===== config.mk =====
export PLATFORM = sky130hd
export DESIGN_NAME = sat_counter
export DESIGN_NICKNAME = d
export VERILOG_FILES = /design/src/rtl/nor_pair_checker_sat_counter.sv
export SDC_FILE = /design/constraint.sdc
export NUM_CORES = 1
export LEC_CHECK = 0
export BUFFER_PORTS_ARGS = -buffer_cell sky130_fd_sc_hd__buf_2
export CORE_AREA = 10 10 47 49
export DETAILED_ROUTE_END_ITERATION = 16
export DIE_AREA = 0 0 57 59
export MAX_ROUTING_LAYER = met4
export PLACE_DENSITY_LB_ADDON = 0.08
export SYNTH_ARGS = -nofsm -noshare
export SYNTH_HDL_FRONTEND = slang
export SYNTH_SLANG_ARGS = --single-unit

===== constraint.sdc =====
create_clock -name clk -period 5.49 [get_ports clk]
set_input_delay 0.549 -clock clk [delete_from_list [all_inputs] [get_ports clk]]
set_output_delay 0.549 -clock clk [all_outputs]
set_load 0.05 [all_outputs]

===== src/rtl/nor_pair_checker_sat_counter.sv =====
// Saturating up-counter with synchronous clear; clear wins over increment.
module sat_counter #(
  parameter int W = 9
) (
  input  logic         clk,
  input  logic         rst,
  input  logic         clr,
  input  logic         inc,
  output logic [W-1:0] cnt
);

  logic [W-1:0] cnt_q;
  logic [W-1:0] cnt_d;

  always_comb begin
    cnt_d = cnt_q;
    if (clr) begin
      cnt_d = '0;
    end else if (inc && (cnt_q != {W{1'b1}})) begin
      cnt_d = cnt_q + W'(1);
    end else begin
      cnt_d = cnt_q;
    end
  end

  always_ff @(posedge clk or posedge rst) begin
    if (rst) begin
      cnt_q <= '0;
    end else begin
      cnt_q <= cnt_d;
    end
  end

  assign cnt = cnt_q;

endmodule


Word-level counts from Yosys, hierarchy flattened
Index checks and enable logic that the tools add are counted.
{"block": "op_classes", "eq_ne": 1, "n_mux": 2, "reduce_logical": 2, "add_sub_neg": 1}
{"operator": "$mux 9", "count": 2}
{"operator": "$add 9x1->9 const B", "count": 1}
{"operator": "$ne 9x9->1 const B", "count": 1}
{"operator": "$reduce_bool 2->1", "count": 1}
{"operator": "$logic_and 1x1->1", "count": 1}
{"block": "totals", "wordCells": 7, "inputBits": 4, "register_bits": 9, "out_inout_bits": 9}

Longest topological paths before layout
Gate-level depths: netlist (run 1).
{"block": "logic_depth", "word_depth": 4, "mapped_depth": 8}

Worst setup path before layout (run 1)
OpenSTA, ideal clock, no wires.
{"block": "synth_path", "kind": "register -> register", "from": "register cnt_q[0], in the netlist cnt[0]", "to": "register cnt_q[5], in the netlist cnt[5]", "stages_incl_launch_ff": 9, "period_less_slack_ps": 2167, "setup_slack_ps": 3323, "arrival_time_ps": 2089, "setup_ps": 78, "path_cell_list": "dfrtp_1 ha_1 nand3_1 nor2_1 ha_1 nand2b_1 buf_6 or4_1 a21oi_1"}
{"block": "synth_via", "elab_chain_len": 3, "word_cells_on_any_way": 6}
{"item": "from (decl)", "line_no": "12", "text": "logic [W-1:0] cnt_q;"}
{"item": "from (signal assigned)", "line_no": "30", "text": "cnt_q <= cnt_d;"}
{"item": "$add 9x1->9 or $ne 9x9->1 (tied branches)", "line_no": "20, 19"}
{"item": "$mux 9 or $logic_and 1x1->1 (tied branches)", "line_no": "19", "text": "end else if (inc && (cnt_q != {W{1'b1}})) begin"}
{"item": "$mux 9 or $reduce_bool 2->1 (tied branches)"}
Several ways; a longest one is shown, not always the timed one. The select of a mux whose other input is x is not followed.
A chain may end at the register's enable or synchronous reset.

Final worst setup path (run 1)
{"block": "layout_path", "from": "register cnt_q[0], in the netlist cnt[0]", "to": "register cnt_q[7], in the netlist cnt[7]"}
Same word-level chain as after synthesis.

==> impl_metrics.env, run 1 <==
export IMPL_p_sw_uw=37.9
export IMPL_syn_to_final_growth_pct=19.6
export IMPL_gp_congestion=0.711
export IMPL_worstSetupEndpointType="flop"
export IMPL_critPathLaunchType="flop"
export IMPL_nFillCells=160
export IMPL_htree_num_levels=1
export IMPL_grt_pass1_wl_um=1750
export IMPL_grt_usage=0.0672
export IMPL_swShare=0.275
export IMPL_rr_endpoint="cnt[7]"
export IMPL_post_route_util=0.398
export IMPL_relSlewSlack=0.758
export IMPL_fin_worst_skew_ns=0.00907
export IMPL_cts_sinks=9
export IMPL_nets=68
export IMPL_outcome="complete, no violations"
export IMPL_yosys_warnings=0
export IMPL_reg2reg_slack_ns=3.43
export IMPL_antenna_found_initial=0
export IMPL_synth_avg_cell_area_um2=9.93
export IMPL_grt_max_degree=10
export IMPL_core_area_um2=1400
export IMPL_syn_inst=47
export IMPL_synth_seq_cells=9
export IMPL_cap_violations=0
export IMPL_worstMarginPinSlew_ns=0.362
export IMPL_ant_nets=0
export IMPL_portBuffers=12
export IMPL_hold_path_class="primary input to asynchronous set/reset pin"
export IMPL_cts_buffers=3
export IMPL_fmaxAchievable_mhz=485
export IMPL_period_needed_ns=2.06
export IMPL_initial_core_util=0.333
export IMPL_yosys_cell_types_count=20
export IMPL_postCtsHoldBufs=0
export IMPL_yosysSeqAreaShare=0.483
export IMPL_num_antenna_cells=0
export IMPL_timing_rr_start="cnt[0]"
export IMPL_drc_errors=0
export IMPL_place_area_um2=532
export IMPL_clockPowerShare=0.383
export IMPL_clk_transition_reported_paths_ns=0.07
export IMPL_p_int_uw=99.8
export IMPL_io_pins=13
export IMPL_holdWs_ns=0.239
export IMPL_cts_tree="done"
export IMPL_synth_main_ff_cell="dfrtp_1"
export IMPL_crit_type="flop to flop"
export IMPL_max_vdd_ir_drop_mv=0.117
export IMPL_final_max_slew_viol_count=0
export IMPL_die_height_um=59
export IMPL_arrival_ns=2.25
export IMPL_fin_crit_sh=0.375
export IMPL_post_drt_wl_per_cell_um=13.9
export IMPL_tns_ns=0
export IMPL_worstPathRequired_ns=5.68
export IMPL_async_flop_share=1.00
export IMPL_r2r_cells=7
export IMPL_largest_register_ffs=9
export IMPL_first_pass_iters=4
export IMPL_combPwrFrac=0.112
export IMPL_dpl_hpwl_um=795
export IMPL_dieArea_um2=3360
export IMPL_drt_iter0_drc=7
export IMPL_seqPwrFrac=0.505
export IMPL_wl_um=1070
export IMPL_rsz0062_at_grt="false"
export IMPL_report_final_setup_viol=0
export IMPL_synth_edf_count=0
export IMPL_final_cell_area_um2=558
export IMPL_power_density_nw_per_um2=247
export IMPL_hold_viol_final=0
export IMPL_syn_num_nets=53
export IMPL_placementRows=14
export IMPL_drive_gt1_frac=0.262
export IMPL_critPathMaxFanout=9
export IMPL_globalRouteOverflowTotal=0
export IMPL_grt_pass1_vias=407
export IMPL_syn_area_um2=467
export IMPL_cts_resized_gates=0
export IMPL_clockBufferDepth=2
export IMPL_via_per_inst=5.16
export IMPL_clkLatencyLatePin_ns=0.26
export IMPL_die_w_um=57
export IMPL_clockRootBuffer="clkbuf_4"
export IMPL_num_vias=397
export IMPL_p_leak_nw=0.272
export IMPL_cts_setup_buffers=0
cells in the final DEF, fill, tap and decap left out:
| master | instances |
|---|---|
| a21oi_1 | 5 |
| buf_2 | 12 |
| clkbuf_1 | 1 |
| clkbuf_4 | 3 |
| dfrtp_1 | 9 |
| ha_1 | 2 |
| inv_1 | 2 |
| mux2i_1 | 2 |
| nand2_1 | 1 |
| nand2b_1 | 1 |
| nand3_1 | 3 |
| nand3b_1 | 1 |
| nand4_1 | 1 |
| nand4b_1 | 1 |
| nor2_1 | 5 |
| o21ai_0 | 3 |
| o31ai_1 | 2 |
| or3_1 | 2 |
| or3_2 | 1 |
| or4_1 | 2 |
| xor2_1 | 2 |
synthesized netlist by cell type, drive strengths merged, types with 2 or more instances:
library cell	number	area (um^2)
dfrtp	9	225
a21oi	5	25.0
nor2	5	18.8
nand3	3	15.0
o21ai	3	15.0
or3	3	20.0
ha	2	25.0
inv	2	7.51
mux2i	2	20.0
o31ai	2	15.0
or4	2	15.0
xor2	2	17.5
worst max-delay path, cell delays in order (launching register included):
cell and delay [ns]:
dfrtp_1 0.42, ha_1 0.24, nand3_1 0.09, nor2_1 0.04, ha_1 0.19, nand2b_1 0.29, or4_1 0.56, a21oi_1 0.15
worst max path at each step:
stage / start / endpoint
floorplan: cnt[0] / cnt[5]
global placement: cnt[0] / cnt[7]
detailed placement: cnt[0] / cnt[7]
CTS: cnt[0] / cnt[7]
global route: cnt[0] / cnt[7]
finish: cnt[0] / cnt[7]
layout make-up:
cell class | instances | area [um^2] | share of cell area
timing repair buffer | 12 | 60.1 | 0.108
inverter | 2 | 7.51 | 0.0135
tap | 16 | 20.0 | 0.0359
sequential | 9 | 225 | 0.404
multi-input combinational | 34 | 219 | 0.392
clock buffer | 4 | 26.3 | 0.0471
power groups by stage:
stage | clock network, mW | registers [mW] | logic, mW
after global routing | 0.0564 | 0.0698 | 0.0170
after detailed placement | 0 | 0.0707 | 0.0159
final | 0.0527 | 0.0695 | 0.0155
after global placement | 0 | 0.0707 | 0.0158
after floorplan | 0 | 0.0760 | 0.00667
after CTS | 0.0537 | 0.0695 | 0.0159
per-layer routing:
metal,global-route usage,wire length (um)
met4,0.0403,4
met5,-,0
met3,0.0258,68
met2,0.0946,458
met1,0.0790,537
logic make-up (layout without fill, tap and decap cells):
kind of cell / count (synthesis) / after routing / synth area share
buf+inv: 4 / 18 / 0.0483
mux: 2 / 2 / 0.0429
compound gates: 10 / 10 / 0.118
xor+xnor: 2 / 2 / 0.0375
simple gates: 18 / 18 / 0.217
fa+ha+maj: 2 / 2 / 0.0536
flops: 9 / 9 / 0.483
stage by stage:
stage          setup WS (ns)  total power [mW]  instances
2_1_floorplan           3.32            0.0827         47
3_3_place_gp            3.47            0.0865         73
3_5_place_dp            3.43            0.0866         73
4_1_cts                 3.42             0.139         77
5_1_grt                 3.28             0.143         77
6_report                3.43             0.138         77
Power figures use the tool's default switching activity.
==> inputs of run 2 (changes only) <==
==> constraint.sdc (replaced) <==
create_clock -name clk -period 1.8 [get_ports clk]
set_input_delay 0.18 -clock clk [delete_from_list [all_inputs] [get_ports clk]]
set_output_delay 0.18 -clock clk [all_outputs]
set_load 0.05 [all_outputs]
==> run 2 against run 1 <==
Net effect: design area up 9.6%; highest routed layer is now met3; largest cell class is now multi-input combinational cells; flip-flop and latch count unchanged; sequential share of layout area down 2.7 points; critical path type unchanged; critical endpoint unchanged.
==> impl_metrics.env, run 2 (synthesized netlist as in run 1, its figures left out) <==
export IMPL_outcome="complete, no violations"
export IMPL_ant_nets=0
export IMPL_worstPathRequired_ns=1.99
export IMPL_ff_latch_area_um2=230
export IMPL_period_needed_ns=1.70
export IMPL_place_inst=74
export IMPL_largest_register_ffs=9
export IMPL_cts_sinks=9
export IMPL_drt_iter0_drc=1
export IMPL_grt_usage=0.0708
export IMPL_relSlewSlack=0.764
export IMPL_dieArea_um2=3360
export IMPL_grt_pass1_wl_um=1790
export IMPL_num_vias=392
export IMPL_portBuffers=12
export IMPL_rsz0062_at_grt="false"
export IMPL_final_max_slew_viol_count=0
export IMPL_placementRows=14
export IMPL_initial_core_util=0.333
export IMPL_grt_max_degree=10
export IMPL_cts_setup_buffers=0
export IMPL_fmaxAchievable_mhz=587
export IMPL_fin_crit_sh=0.947
export IMPL_grt_pass1_vias=403
export IMPL_nFillCells=140
export IMPL_max_vdd_ir_drop_mv=0.438
export IMPL_drc_errors=0
export IMPL_hold_path_class="primary input to flop"
export IMPL_first_pass_iters=4
export IMPL_htree_num_levels=1
export IMPL_post_drt_wl_per_cell_um=13.8
export IMPL_report_final_setup_viol=0
export IMPL_clkLatencyLatePin_ns=0.26
export IMPL_wl_um=1090
export IMPL_die_w_um=57
export IMPL_clockBufferDepth=2
export IMPL_tns_ns=0
export IMPL_drive_gt1_frac=0.397
export IMPL_cts_tree="done"
export IMPL_instances_no_fill=79
export IMPL_cts_buffers=3
export IMPL_nets=70
export IMPL_final_common_cell="buf_2"
export IMPL_die_height_um=59
export IMPL_worstMarginPinSlew_ns=0.353
export IMPL_final_cell_mix="buf_2 (12), nor2_1 (5), a21oi_1 (5), dfrtp_1 (5), dfrtp_2 (4)"
export IMPL_hold_depth=2
export IMPL_core_area_um2=1400
export IMPL_arrival_ns=1.89
export IMPL_crit_type="flop to flop"
export IMPL_fin_worst_skew_ns=0.00114
export IMPL_io_pins=13
export IMPL_gp_congestion=0.683
export IMPL_cap_violations=0
export IMPL_power_density_nw_per_um2=695
export IMPL_p_leak_nw=0.273
export IMPL_clk_transition_reported_paths_ns=0.06
export IMPL_critPathLaunchType="flop"
export IMPL_multi_input_area_um2=250
export IMPL_via_per_inst=4.96
export IMPL_antenna_found_initial=0
export IMPL_globalRouteOverflowTotal=0
export IMPL_hold_viol_final=0
export IMPL_dpl_hpwl_um=830
export IMPL_r2r_cells=7
export IMPL_syn_to_final_growth_pct=31.1
export IMPL_num_antenna_cells=0
export IMPL_totalPowerFinal_uw=425
export IMPL_worstSetupEndpointType="flop"
export IMPL_critPathMaxFanout=9
export IMPL_clockRootBuffer="clkbuf_4"
[run 2: changes by cell type in the layout (fill, tap and decap cells not counted), sizes merged]
cell	change
buf	+1
dlygate4sd3	+1
[run 2: path summary, 6_finish.rpt]
check / from / to / slack, ns
setup / recovery: cnt[0] / cnt[7] / 0.1
setup reg to reg: cnt[0] / cnt[7] / 0.1
hold / removal: clr / cnt[6] / 0.20
max in group asynchronous: rst / cnt[1] / 1.10
hold reg to reg: cnt[6] / cnt[6] / 0.57
min in group asynchronous: rst / cnt[3] / 0.42
[run 2: worst max-delay path, cell delays in order (launching register included)]
cell      delay, ns
dfrtp_2        0.44
ha_4           0.17
nand3_2        0.06
nor2_1         0.04
ha_2           0.18
nand2b_4       0.18
or4_1          0.41
a21oi_1        0.14
[run 2: layout make-up]
class	instances	area share
multi-input cells	34	0.409
flip-flops and latches	9	0.376
repair buffers	14	0.127
clock buffers	4	0.0429
well taps	16	0.0327
inverters	2	0.0123
[run 2: routing by layer]
| metal | GRT usage | part of all wire |
|---|---|---|
| met3 | 0.0343 | 0.093 |
| met4 | 0.0503 | 0 |
| met1 | 0.0791 | 0.47 |
| met5 | - | 0 |
| met2 | 0.0961 | 0.44 |
[run 2: per-stage QoR]
| stage | hold WS [ns] | setup WS, ns | area [um^2] | utilization |
|---|---|---|---|---|
| after floorplan | 0.00765 | -0.0428 | 503 | - |
| after global placement | 0.174 | 0.116 | 576 | 0.411 |
| after detailed placement | 0.168 | 0.101 | 576 | 0.411 |
| after CTS | 0.205 | 0.0821 | 612 | 0.437 |
| after global routing | 0.217 | 0.00334 | 612 | 0.437 |
| final | 0.204 | 0.0951 | 612 | 0.437 |
[run 2: where the power goes]
| part | switching (mW) | internal, mW |
|---|---|---|
| combinational | 0.0361 | 0.0158 |
| clock | 0.0727 | 0.0856 |
| sequential | 0.00734 | 0.208 |
| total | 0.116 | 0.309 |
[run 2: what timing repair did]
item | CTS | global route
gates resized for setup | 0 | 0
endpoints found under the hold margin | 9 | 0
hold buffers | 1 | 0
